`src/rtl/ac_motor_vector_pwm_if.sv`:
```
// Bus between the dwell-time stage / gate driver and the space-vector PWM core.
// Names carry the core's view: i_ signals enter the core, o_ signals leave it.
interface ac_motor_vector_pwm_if;
    logic        i_enable;
    logic [14:0] i_tLow;
    logic [14:0] i_tHigh;
    logic [2:0]  i_sector;
    logic        o_sample;
    logic        o_pwmUH;
    logic        o_pwmVH;
    logic        o_pwmWH;
    logic        o_pwmUL;
    logic        o_pwmVL;
    logic        o_pwmWL;

    modport master (
        output i_enable, i_tLow, i_tHigh, i_sector,
        input  o_sample, o_pwmUH, o_pwmVH, o_pwmWH, o_pwmUL, o_pwmVL, o_pwmWL
    );

    modport slave (
        input  i_enable, i_tLow, i_tHigh, i_sector,
        output o_sample, o_pwmUH, o_pwmVH, o_pwmWH, o_pwmUL, o_pwmVL, o_pwmWL
    );
endinterface

```
`src/rtl/ac_motor_vector_pwm.sv`:
```
// Space-vector PWM: zero / V_k / V_k+1 / zero sequence per sampling period, plus SAMPLE strobe.
// Define AC_MOTOR_VECTOR_PWM_DEADTIME_EN to insert DEADTIME cycles of dead time per phase.
module ac_motor_vector_pwm #(
    parameter int PERIOD = 20000
`ifdef AC_MOTOR_VECTOR_PWM_DEADTIME_EN
    , parameter int DEADTIME = 100
`endif
) (
    input logic                  CLK,
    input logic                  RESET_N,
    ac_motor_vector_pwm_if.slave pwmBus
);

    typedef enum logic [2:0] {IDLE, ZERO0, ACT1, ACT2, ZERO7} state_t;

    localparam logic [15:0] W_PERIOD = 16'(PERIOD);
    localparam logic [14:0] K_LAST   = 15'(PERIOD - 1);

    state_t      r_state;
    logic [14:0] r_k;
    logic        r_primed;
    logic        r_sample;
    logic [14:0] r_tl;
    logic [14:0] r_th;
    logic [2:0]  r_sec;
    logic [2:0]  r_pwmH;
    logic [2:0]  r_pwmL;

    logic        w_running;
    logic        w_latch;
    logic        w_goRun;
    logic [14:0] w_kNext;
    logic [15:0] w_kNext16;
    logic [14:0] w_tlSel;
    logic [14:0] w_thSel;
    logic [2:0]  w_secSel;
    logic [15:0] w_tlc;
    logic [15:0] w_rem;
    logic [15:0] w_thc;
    logic [15:0] w_t0;
    logic [15:0] w_b1;
    logic [15:0] w_b2;
    logic [15:0] w_b3;
    state_t      w_segNext;
    logic [2:0]  w_vk;
    logic [2:0]  w_vk1;
    logic        w_secValid;
    logic [2:0]  w_vecNext;

    // Everything registered is computed from the cycle about to start, so the
    // period's first cycle already uses the values latched on that same edge.
    assign w_running = (r_state != IDLE);
    assign w_latch   = r_primed | (w_running & (r_k == K_LAST));
    assign w_goRun   = pwmBus.i_enable & (w_running | r_primed);
    assign w_kNext   = w_latch ? 15'd0 : (r_k + 15'd1);
    assign w_kNext16 = {1'b0, w_kNext};

    assign w_tlSel  = w_latch ? pwmBus.i_tLow   : r_tl;
    assign w_thSel  = w_latch ? pwmBus.i_tHigh  : r_th;
    assign w_secSel = w_latch ? pwmBus.i_sector : r_sec;

    assign w_tlc = ({1'b0, w_tlSel} > W_PERIOD) ? W_PERIOD : {1'b0, w_tlSel};
    assign w_rem = W_PERIOD - w_tlc;
    assign w_thc = ({1'b0, w_thSel} > w_rem) ? w_rem : {1'b0, w_thSel};
    assign w_t0  = w_rem - w_thc;
    assign w_b1  = {1'b0, w_t0[15:1]};
    assign w_b2  = w_b1 + w_tlc;
    assign w_b3  = w_b2 + w_thc;

    always_comb begin
        if (w_kNext16 < w_b1) begin
            w_segNext = ZERO0;
        end else if (w_kNext16 < w_b2) begin
            w_segNext = ACT1;
        end else if (w_kNext16 < w_b3) begin
            w_segNext = ACT2;
        end else begin
            w_segNext = ZERO7;
        end
    end

    // Vector bits are ordered {U, V, W}.
    always_comb begin
        w_vk       = 3'b000;
        w_vk1      = 3'b000;
        w_secValid = 1'b1;
        case (w_secSel)
            3'd1: begin w_vk = 3'b100; w_vk1 = 3'b110; end
            3'd2: begin w_vk = 3'b110; w_vk1 = 3'b010; end
            3'd3: begin w_vk = 3'b010; w_vk1 = 3'b011; end
            3'd4: begin w_vk = 3'b011; w_vk1 = 3'b001; end
            3'd5: begin w_vk = 3'b001; w_vk1 = 3'b101; end
            3'd6: begin w_vk = 3'b101; w_vk1 = 3'b100; end
            default: w_secValid = 1'b0;
        endcase
    end

    always_comb begin
        w_vecNext = 3'b000;
        if (w_secValid) begin
            case (w_segNext)
                ACT1:    w_vecNext = w_vk;
                ACT2:    w_vecNext = w_vk1;
                ZERO7:   w_vecNext = 3'b111;
                default: w_vecNext = 3'b000;
            endcase
        end
    end

    // r_primed marks the extra SAMPLE cycle after ENABLE rises; it behaves like
    // cycle PERIOD-1 so the first latch happens on its closing edge.
    always_ff @(posedge CLK or negedge RESET_N) begin
        if (!RESET_N) begin
            r_state  <= IDLE;
            r_k      <= 15'd0;
            r_primed <= 1'b0;
            r_sample <= 1'b0;
            r_tl     <= 15'd0;
            r_th     <= 15'd0;
            r_sec    <= 3'd0;
        end else if (!pwmBus.i_enable) begin
            r_state  <= IDLE;
            r_k      <= 15'd0;
            r_primed <= 1'b0;
            r_sample <= 1'b0;
        end else if (!w_running && !r_primed) begin
            r_primed <= 1'b1;
            r_sample <= 1'b1;
        end else begin
            r_primed <= 1'b0;
            r_k      <= w_kNext;
            r_state  <= w_segNext;
            r_sample <= (w_kNext == K_LAST);
            if (w_latch) begin
                r_tl  <= pwmBus.i_tLow;
                r_th  <= pwmBus.i_tHigh;
                r_sec <= pwmBus.i_sector;
            end
        end
    end

`ifdef AC_MOTOR_VECTOR_PWM_DEADTIME_EN
    localparam int             DT_W    = (DEADTIME > 0) ? $clog2(DEADTIME + 1) : 1;
    localparam logic [DT_W-1:0] DT_LOAD = DT_W'(DEADTIME);
    localparam logic           DT_NONE = (DEADTIME == 0);

    logic [2:0]      r_want;
    logic [DT_W-1:0] r_dtCnt [3];

    // A level change drops both switches at once and restarts the phase's
    // countdown; a change arriving mid-countdown re-arms it for the new level.
    always_ff @(posedge CLK or negedge RESET_N) begin
        if (!RESET_N) begin
            r_want <= 3'b000;
            r_pwmH <= 3'b000;
            r_pwmL <= 3'b000;
            for (int p = 0; p < 3; p++) r_dtCnt[p] <= '0;
        end else if (!w_goRun) begin
            r_want <= 3'b000;
            r_pwmH <= 3'b000;
            r_pwmL <= 3'b000;
            for (int p = 0; p < 3; p++) r_dtCnt[p] <= '0;
        end else if (!w_running) begin
            r_want <= w_vecNext;
            r_pwmH <= w_vecNext;
            r_pwmL <= ~w_vecNext;
            for (int p = 0; p < 3; p++) r_dtCnt[p] <= '0;
        end else begin
            for (int p = 0; p < 3; p++) begin
                if (w_vecNext[p] != r_want[p]) begin
                    r_want[p]  <= w_vecNext[p];
                    r_dtCnt[p] <= DT_LOAD;
                    r_pwmH[p]  <= DT_NONE & w_vecNext[p];
                    r_pwmL[p]  <= DT_NONE & ~w_vecNext[p];
                end else if (r_dtCnt[p] != '0) begin
                    r_dtCnt[p] <= r_dtCnt[p] - DT_W'(1);
                    if (r_dtCnt[p] == DT_W'(1)) begin
                        r_pwmH[p] <= r_want[p];
                        r_pwmL[p] <= ~r_want[p];
                    end
                end
            end
        end
    end
`else
    always_ff @(posedge CLK or negedge RESET_N) begin
        if (!RESET_N) begin
            r_pwmH <= 3'b000;
            r_pwmL <= 3'b000;
        end else if (!w_goRun) begin
            r_pwmH <= 3'b000;
            r_pwmL <= 3'b000;
        end else begin
            r_pwmH <= w_vecNext;
            r_pwmL <= ~w_vecNext;
        end
    end
`endif

    assign pwmBus.o_sample = r_sample;
    assign pwmBus.o_pwmUH  = r_pwmH[2];
    assign pwmBus.o_pwmVH  = r_pwmH[1];
    assign pwmBus.o_pwmWH  = r_pwmH[0];
    assign pwmBus.o_pwmUL  = r_pwmL[2];
    assign pwmBus.o_pwmVL  = r_pwmL[1];
    assign pwmBus.o_pwmWL  = r_pwmL[0];

endmodule
```
`src/flat_wrapper.sv`:
```
// flat-port wrapper written by rule: the top's interface ports become plain ports
module ac_motor_vector_pwm_flat 
#(
    parameter int PERIOD = 20000

)
  (CLK, RESET_N, pwmBus_i_enable, pwmBus_i_tLow, pwmBus_i_tHigh, pwmBus_i_sector, pwmBus_o_sample, pwmBus_o_pwmUH, pwmBus_o_pwmVH, pwmBus_o_pwmWH, pwmBus_o_pwmUL, pwmBus_o_pwmVL, pwmBus_o_pwmWL);
  ac_motor_vector_pwm_if pwmBus_i ();
  input logic CLK;
  input logic RESET_N;
  input wire logic [$bits(pwmBus_i.i_enable)-1:0] pwmBus_i_enable;
  input wire logic [$bits(pwmBus_i.i_tLow)-1:0] pwmBus_i_tLow;
  input wire logic [$bits(pwmBus_i.i_tHigh)-1:0] pwmBus_i_tHigh;
  input wire logic [$bits(pwmBus_i.i_sector)-1:0] pwmBus_i_sector;
  output wire logic [$bits(pwmBus_i.o_sample)-1:0] pwmBus_o_sample;
  output wire logic [$bits(pwmBus_i.o_pwmUH)-1:0] pwmBus_o_pwmUH;
  output wire logic [$bits(pwmBus_i.o_pwmVH)-1:0] pwmBus_o_pwmVH;
  output wire logic [$bits(pwmBus_i.o_pwmWH)-1:0] pwmBus_o_pwmWH;
  output wire logic [$bits(pwmBus_i.o_pwmUL)-1:0] pwmBus_o_pwmUL;
  output wire logic [$bits(pwmBus_i.o_pwmVL)-1:0] pwmBus_o_pwmVL;
  output wire logic [$bits(pwmBus_i.o_pwmWL)-1:0] pwmBus_o_pwmWL;
  assign pwmBus_i.i_enable = pwmBus_i_enable;
  assign pwmBus_i.i_tLow = pwmBus_i_tLow;
  assign pwmBus_i.i_tHigh = pwmBus_i_tHigh;
  assign pwmBus_i.i_sector = pwmBus_i_sector;
  assign pwmBus_o_sample = pwmBus_i.o_sample;
  assign pwmBus_o_pwmUH = pwmBus_i.o_pwmUH;
  assign pwmBus_o_pwmVH = pwmBus_i.o_pwmVH;
  assign pwmBus_o_pwmWH = pwmBus_i.o_pwmWH;
  assign pwmBus_o_pwmUL = pwmBus_i.o_pwmUL;
  assign pwmBus_o_pwmVL = pwmBus_i.o_pwmVL;
  assign pwmBus_o_pwmWL = pwmBus_i.o_pwmWL;
  ac_motor_vector_pwm #(.PERIOD(PERIOD)) u_core (.CLK(CLK), .RESET_N(RESET_N), .pwmBus(pwmBus_i));
endmodule
```
`config.mk`:
```
export PLATFORM = sky130hd
export DESIGN_NAME = ac_motor_vector_pwm_flat
export DESIGN_NICKNAME = d
export VERILOG_FILES = /design/src/rtl/ac_motor_vector_pwm_if.sv /design/src/rtl/ac_motor_vector_pwm.sv /design/src/flat_wrapper.sv
export SDC_FILE = /design/constraint.sdc
export NUM_CORES = 1
export LEC_CHECK = 0
export CORE_MARGIN = 3
export CORE_UTILIZATION = 55
export DETAILED_ROUTE_END_ITERATION = 8
export PLACE_DENSITY = 0.84
export SLEW_MARGIN = 20
export SYNTH_ARGS = -nofsm -noshare
export SYNTH_HDL_FRONTEND = slang
export SYNTH_SLANG_ARGS = --single-unit
```
`constraint.sdc`:
```
create_clock -name CLK -period 30.3 [get_ports CLK]
set_input_delay 3.03 -clock CLK [delete_from_list [all_inputs] [get_ports CLK]]
set_output_delay 3.03 -clock CLK [all_outputs]
set_load 0.02 [all_outputs]
```
==> results of run 1 <==
-- stage by stage --
| stage | setup WS (ns) | hold WS [ns] | utilization | area, µm² |
|---|---|---|---|---|
| 5_1_grt | 13.13 | 0.503 | 0.650 | 8030 |
| 3_3_place_gp | 14.34 | 0.460 | 0.623 | 7700 |
| 4_1_cts | 14.31 | 0.482 | 0.649 | 8030 |
| 2_1_floorplan | 16.08 | 0.450 | - | 7140 |
| 6_report | 14.06 | 0.477 | 0.650 | 8030 |
| 3_5_place_dp | 14.06 | 0.470 | 0.623 | 7700 |
-- layout make-up --
cell class / instances / area (µm²) / area share
well taps: 168 / 210 / 0.0262
multi-input cells: 723 / 5230 / 0.651
inverters: 87 / 327 / 0.0407
flip-flops and latches: 59 / 1480 / 0.184
clock buffers: 10 / 239 / 0.0298
repair buffers: 48 / 460 / 0.0573
clock inverters: 6 / 88.8 / 0.0111
-- flip-flops by register name, indices dropped and copies added (netlist names) --
name                    cells
u_core.r_sec                3
u_core.r_state              3
u_core.pwmBus.o_sample      1
u_core.r_primed             1
u_core.r_k                 15
u_core.r_tl                15
u_core.r_pwmL               3
u_core.r_pwmH               3
u_core.r_th                15
-- how the worst max path moves through the flow --
stage | startpoint | cells past startpoint | end
final | pwmBus_i_tLow[12] | 57 | u_core.r_pwmL[0]
after global routing | pwmBus_i_tLow[13] | 57 | u_core.r_pwmL[0]
after CTS | pwmBus_i_tLow[12] | 57 | u_core.r_pwmL[0]
after detailed placement | pwmBus_i_tLow[12] | 57 | u_core.r_pwmL[0]
after global placement | pwmBus_i_tLow[12] | 57 | u_core.r_pwmL[0]
after floorplan | pwmBus_i_tLow[12] | 67 | u_core.r_pwmH[0]
-- synth_stat cells, types with 3 or more instances --
cell       instances  share of area
ha_1             101           0.18
nand2_1           93          0.049
inv_1             87          0.046
nor2_1            72          0.038
a21oi_1           65          0.046
dfrtp_1           59           0.21
o21ai_0           52          0.036
xnor2_1           34          0.042
xor2_1            34          0.042
mux2i_1           31          0.043
a21o_1            30          0.032
clkbuf_1          19          0.010
nor3_1            18          0.013
mux2_2            17          0.027
nand3_1           17          0.012
nand2b_1          14          0.012
a21boi_0          13          0.014
o21bai_1          12          0.013
nand4_1           11         0.0096
nor2b_1           11         0.0096
o21a_1            11          0.012
and2_1             8         0.0070
nor4_1             7         0.0061
or2_2              7         0.0061
a31oi_1            6         0.0053
buf_2              5         0.0035
a211o_1            4         0.0049
or3_1              4         0.0035
a2111oi_0          3         0.0037
and3_1             3         0.0026
and4_1             3         0.0037
fa_1               3         0.0084
-- logic make-up after synthesis --
kind of cell / count (synthesis)
AOI/OAI and AO/OA: 222
adders and majority gates: 105
and+or+nand+nor: 278
DFF: 59
muxes: 50
buffers and inverters: 115
xor gates and xnor gates: 68
-- critical path, delay by kind of cell --
family | cells | cell delay [ns]
compound gates | 25 | 6.00
xor+xnor | 4 | 0.71
buf+inv | 5 | 0.84
fa+ha+maj | 7 | 2.29
mux | 2 | 0.46
simple gates | 14 | 3.05
-- metal layers --
metal  routed length [µm]  vias to the layer above  GRT usage
li1                     -                     3208          -
met1                 8020                     3018      0.318
met2                 8490                      203      0.435
met3                 1140                       39     0.0631
met4                  483                        0     0.0923
met5                    0                        -          0
==> metrics.md, run 1 <==
| Metric | Value |
|---|---|
| Status | finished, final reports clean |
| Clk Latency, worst-skew pair | 0.35 ns |
| HP Class | reg -> reg |
| Simple-gate area share of the yosys netlist | 0.184 |
| Post-CTS Setup Repair Bufs | 0 |
| Setup CP Type | in -> reg |
| Mux cell area share after synthesis | 0.0754 |
| RSZ-0062 raised after global routing | no |
| Min Clock Period, post-route | 16.24 ns |
| Top_reg_cell synth | dfrtp_1 |
| Post-synth EDFFs | 0 |
| Antenna Violating Nets Remaining | 0 |
| CTS tree | built |
| Worst r2r dst | u_core.r_pwmL[0] |
| Port bufs | 42 |
| Cell variety after synth | 66 |
| Number of synthesis warnings | 0 |
| GRT Residual Overflow | 0 |
| Largest family of logic cells by synthesized area | compound AO/OA/AOI/OAI gates |
| Core Footprint | 0.0124 mm² |
| Die width | 120 µm |
| CTS clk-pin slew, worst paths | 0.05 ns |
| Most frequent cells in the layout | ha_1, nand2_1, inv_1 |
| Syn Area/Cell | 7.96 µm² |
| Initial DRC Count | 554 |
| Max Transition Viols Final | 0 |
| Cell count after placement | 1,085 |
| Starting Density | 0.578 |
| Cts bufs inserted | 9 |
| Worst path max stage delay | 0.74 ns |
| Layout Cells excl Fill | 1,101 |
| Sequential cell area fraction in the yosys report | 0.207 |
| Cell count after synthesis | 897 |
| DRC errors left | 0 |
| Die area | 0.0144 mm² |
| Number of max-cap violations | 0 |
| Detailed Routing Iterations Pass 1 | 5 |
| Post-DP HPWL | 14,100 µm |
| Fillcell total | 1,044 |
| Setup Skew | 0.00913 ns |
| Largest net degree at the start of global routing | 60 |
| Final WL | 18,100 µm |
| Clock sinks | 59 |
| WL/cell | 16.5 µm |
| Crit-path slowest cell | a2111oi_1 |
| Final Cycle Share | 0.536 |
| Worst path required time | 30.49 ns |
| Overall Global Routing Usage | 0.257 |
| XOR/XNOR Fraction of Synth Area | 0.0834 |
| CTS resizes | 0 |
| Vias per cell | 5.87 |
| Measured slew at the worst slew-check pin | 0.846 ns |
| Relative slew margins | 0.434 |
| Area Overhead vs Synth | 12.5% |
| Adder-Cell Fraction of Synth Area | 0.187 |
| Number of diodes | 0 |
| Setup-failing EPs final | 0 |
| CP most frequent cell | a21oi_1 |
| Initial antenna violation count | 0 |
| Startpoint Class | primary input |
| Clock buffer depth | 2 |
| Ports | 43 |
| Asr flop ratio synth | 1.00 |
| H-tree level count | 3 |
| Hold depth | 2 |
| Synth Area in Compound Gates | 0.201 |
| WP data arrival | 16.43 ns |
| Syn nets | 1,037 |
| Hold Vio Cnt, Final | 0 |
| Max FO, Critical Path | 34 |
| Hold_sp | u_core.r_th[9] |
| Most common cell after layout, fill and taps aside | ha_1 |
| Synthesized area | 0.00714 mm² |
| Worst hold endpoint | u_core.r_th[9] |
| Layout cells sized above 1 | 0.0643 |
| Worst reg-to-reg setup slack | 15.53 ns |
| Die height | 120 µm |
| Routability cong. | 0.986 |
| Hold bufs inserted after CTS | 0 |
| First-pass GRT wire length | 29,900 µm |
| Cell chosen for the clock root | clkbuf_16 |
| Vias | 6,468 |
| Final nets | 1,068 |
| Vias in the first global route | 6,146 |
| Setup TNS | 0 ns |
| Fmax | 61.6 MHz |
| Reg2Reg Depth | 59 |
| Worst setup EP type | flip-flop |
| Worst r2r src | u_core.r_k[0] |
| Post-synthesis register bit count | 59 |
| Row cnt | 40 |
Power of run 1 is not shown: default switching activity piles up to over one toggle a cycle in this logic, so the estimate is an artifact.
==> inputs of run 2 (changes only) <==
clock period = 15.78 ns   (was 30.3 ns; I/O delays follow)
==> metrics.md, run 2 (synthesis results as in run 1) <==
| Metric | Value |
|---|---|
| WP data arrival | 14.81 ns (-1.62 ns) |
| Most frequent cells in the layout | ha_1, nand2_1, inv_1 |
| DRC errors left | 0 (unchanged) |
| Setup-failing EPs final | 0 (unchanged) |
| Worst reg-to-reg setup slack | 1.24 ns (-14.29 ns) |
| Initial DRC Count | 541 (-2.3%) |
| Vias | 6,442 (-0.40%) |
| Die width | 120 µm (unchanged) |
| Max Transition Viols Final | 0 (unchanged) |
| CTS clk-pin slew, worst paths | 0.05 ns (about the same) |
| Worst setup EP type | flip-flop |
| Final core utilization | 0.650 (+0.000709) |
| Number of max-cap violations | 0 (unchanged) |
| Post-DP HPWL | 14,100 µm (about the same) |
| H-tree level count | 3 (unchanged) |
| Clock sinks | 59 (unchanged) |
| Die height | 120 µm (unchanged) |
| Layout cells sized above 1 | 0.0653 (+0.00100) |
| Largest registers | u_core.r_k x15, u_core.r_th x15, u_core.r_tl x15 |
| Top delay family on crit path | compound AO/OA/AOI/OAI gates |
| Clk Latency, worst-skew pair | 0.34 ns (about the same) |
| Ports | 43 (unchanged) |
| Detailed Routing Iterations Pass 1 | 5 (unchanged) |
| Startpoint Class | primary input |
| Die area | 0.0144 mm² (unchanged) |
| Worst path required time | 15.97 ns (-14.52 ns) |
| Largest net degree at the start of global routing | 60 (unchanged) |
| Worst path max stage delay | 0.80 ns (+0.06 ns) |
| CTS resizes | 0 (unchanged) |
| Max FO, Critical Path | 21 (-38%) |
| Hold Vio Cnt, Final | 0 (unchanged) |
| Worst Setup Slack post-DPL | 1.00 ns (-13.06 ns) |
| Worst hold endpoint | u_core.r_sec[0] |
| Post-CTS Setup Repair Bufs | 0 (unchanged) |
| Final WL | 17,900 µm (-1.3%) |
| Hold bufs inserted after CTS | 0 (unchanged) |
| Status | finished, final reports clean |
| Setup TNS | 0 ns (unchanged) |
| Fmax | 68.4 MHz |
| Cell chosen for the clock root | clkbuf_16 |
| Overall Global Routing Usage | 0.258 (+0.000375) |
| Setup CP Type | in -> reg |
| Worst r2r dst | u_core.r_pwmL[0] |
| Initial antenna violation count | 0 (unchanged) |
| Number of diodes | 0 (unchanged) |
| HP Class | reg -> reg |
| Vias per cell | 5.85 (-0.49%) |
| CP bufs+invs | 5 (unchanged) |
| Setup Skew | 0.00576 ns (-0.00337 ns) |
| RSZ-0062 raised after global routing | no |
| Final nets | 1,069 (+0.094%) |
| Min Clock Period, post-route | 14.62 ns |
| Hold depth | 2 (unchanged) |
| Routability cong. | 0.987 (+0.15%) |
| Clock buffer depth | 2 (unchanged) |
| Starting Density | 0.578 (unchanged) |
| WL/cell | 16.2 µm (-1.4%) |
| Measured slew at the worst slew-check pin | 0.932 ns (+0.0860 ns) |
| Area Overhead vs Synth | 12.6% |
| First-pass GRT wire length | 30,000 µm (+0.46%) |
| Row cnt | 40 (unchanged) |
| Final Cycle Share | 0.927 |
| Dpl cell area | 0.00770 mm² (unchanged) |
| Hold_sp | u_core.r_sec[0] |
| Final worst setup slack | 1.16 ns (-12.90 ns) |
| CTS tree | built |
| Relative slew margins | 0.377 (-0.0575) |
| Cts bufs inserted | 9 (unchanged) |
| Antenna Violating Nets Remaining | 0 (unchanged) |
| GRT Residual Overflow | 0 (unchanged) |
| Vias in the first global route | 6,235 (+1.4%) |
| Reg2Reg Depth | 54 (-8.5%) |
| Fin area | 0.00804 mm² (+0.11%) |
| Crit-path slowest cell | a2111oi_1 |
| Most common cell after layout, fill and taps aside | ha_1 |
| Port bufs | 42 (unchanged) |
| Worst r2r src | u_core.r_k[5] |
| Core Footprint | 0.0124 mm² (unchanged) |
## run 2: cell count changes in the layout (fill, tap and decap cells not counted)
cell,before,now
o21ai_2,0,1
## run 2: layer usage
metal,up-vias,wire [µm],track usage,share of wire
met3,42,1010,0.0584,0.056
met2,182,8260,0.431,0.46
li1,3211,-,-,-
met4,0,584,0.0938,0.033
met1,3007,8060,0.325,0.45
met5,-,0,0,0
## run 2: tightest hold or removal path, cell delays in order, from the launching register on
cell     delay (ns)
dfrtp_1        0.34
nand2_1        0.05
o21ai_0        0.06
## run 2: stage by stage
step                std cells  hold WS [ns]
global placement         1085         0.460
global route             1102         0.500
detailed placement       1085         0.470
floorplan                 897         0.450
CTS                      1101         0.483
finish                   1102         0.477
## run 2: worst max path at each step
| stage | start | endpoint | slack, ns | cells past startpoint |
|---|---|---|---|---|
| 5_1_grt | pwmBus_i_tLow[13] | u_core.r_pwmL[0] | 0.21 | 58 |
| 2_1_floorplan | pwmBus_i_tLow[12] | u_core.r_pwmH[0] | 3.01 | 67 |
| 3_5_place_dp | pwmBus_i_tLow[12] | u_core.r_pwmL[0] | 1.00 | 57 |
| 3_3_place_gp | pwmBus_i_tLow[12] | u_core.r_pwmL[0] | 1.27 | 57 |
| 4_1_cts | pwmBus_i_tLow[12] | u_core.r_pwmL[0] | 1.16 | 57 |
| 6_report | pwmBus_i_tLow[12] | u_core.r_pwmL[0] | 1.16 | 54 |
## run 2: layout make-up
type                    count  area (µm²)
well taps                 168         210
clock inverters             6        88.8
flip-flops and latches     59        1480
multi-input cells         724        5240
fillers                  1042        4320
repair buffers             48         460
inverters                  87         327
clock buffers              10         239
Power of run 2 is left out for the same reason.
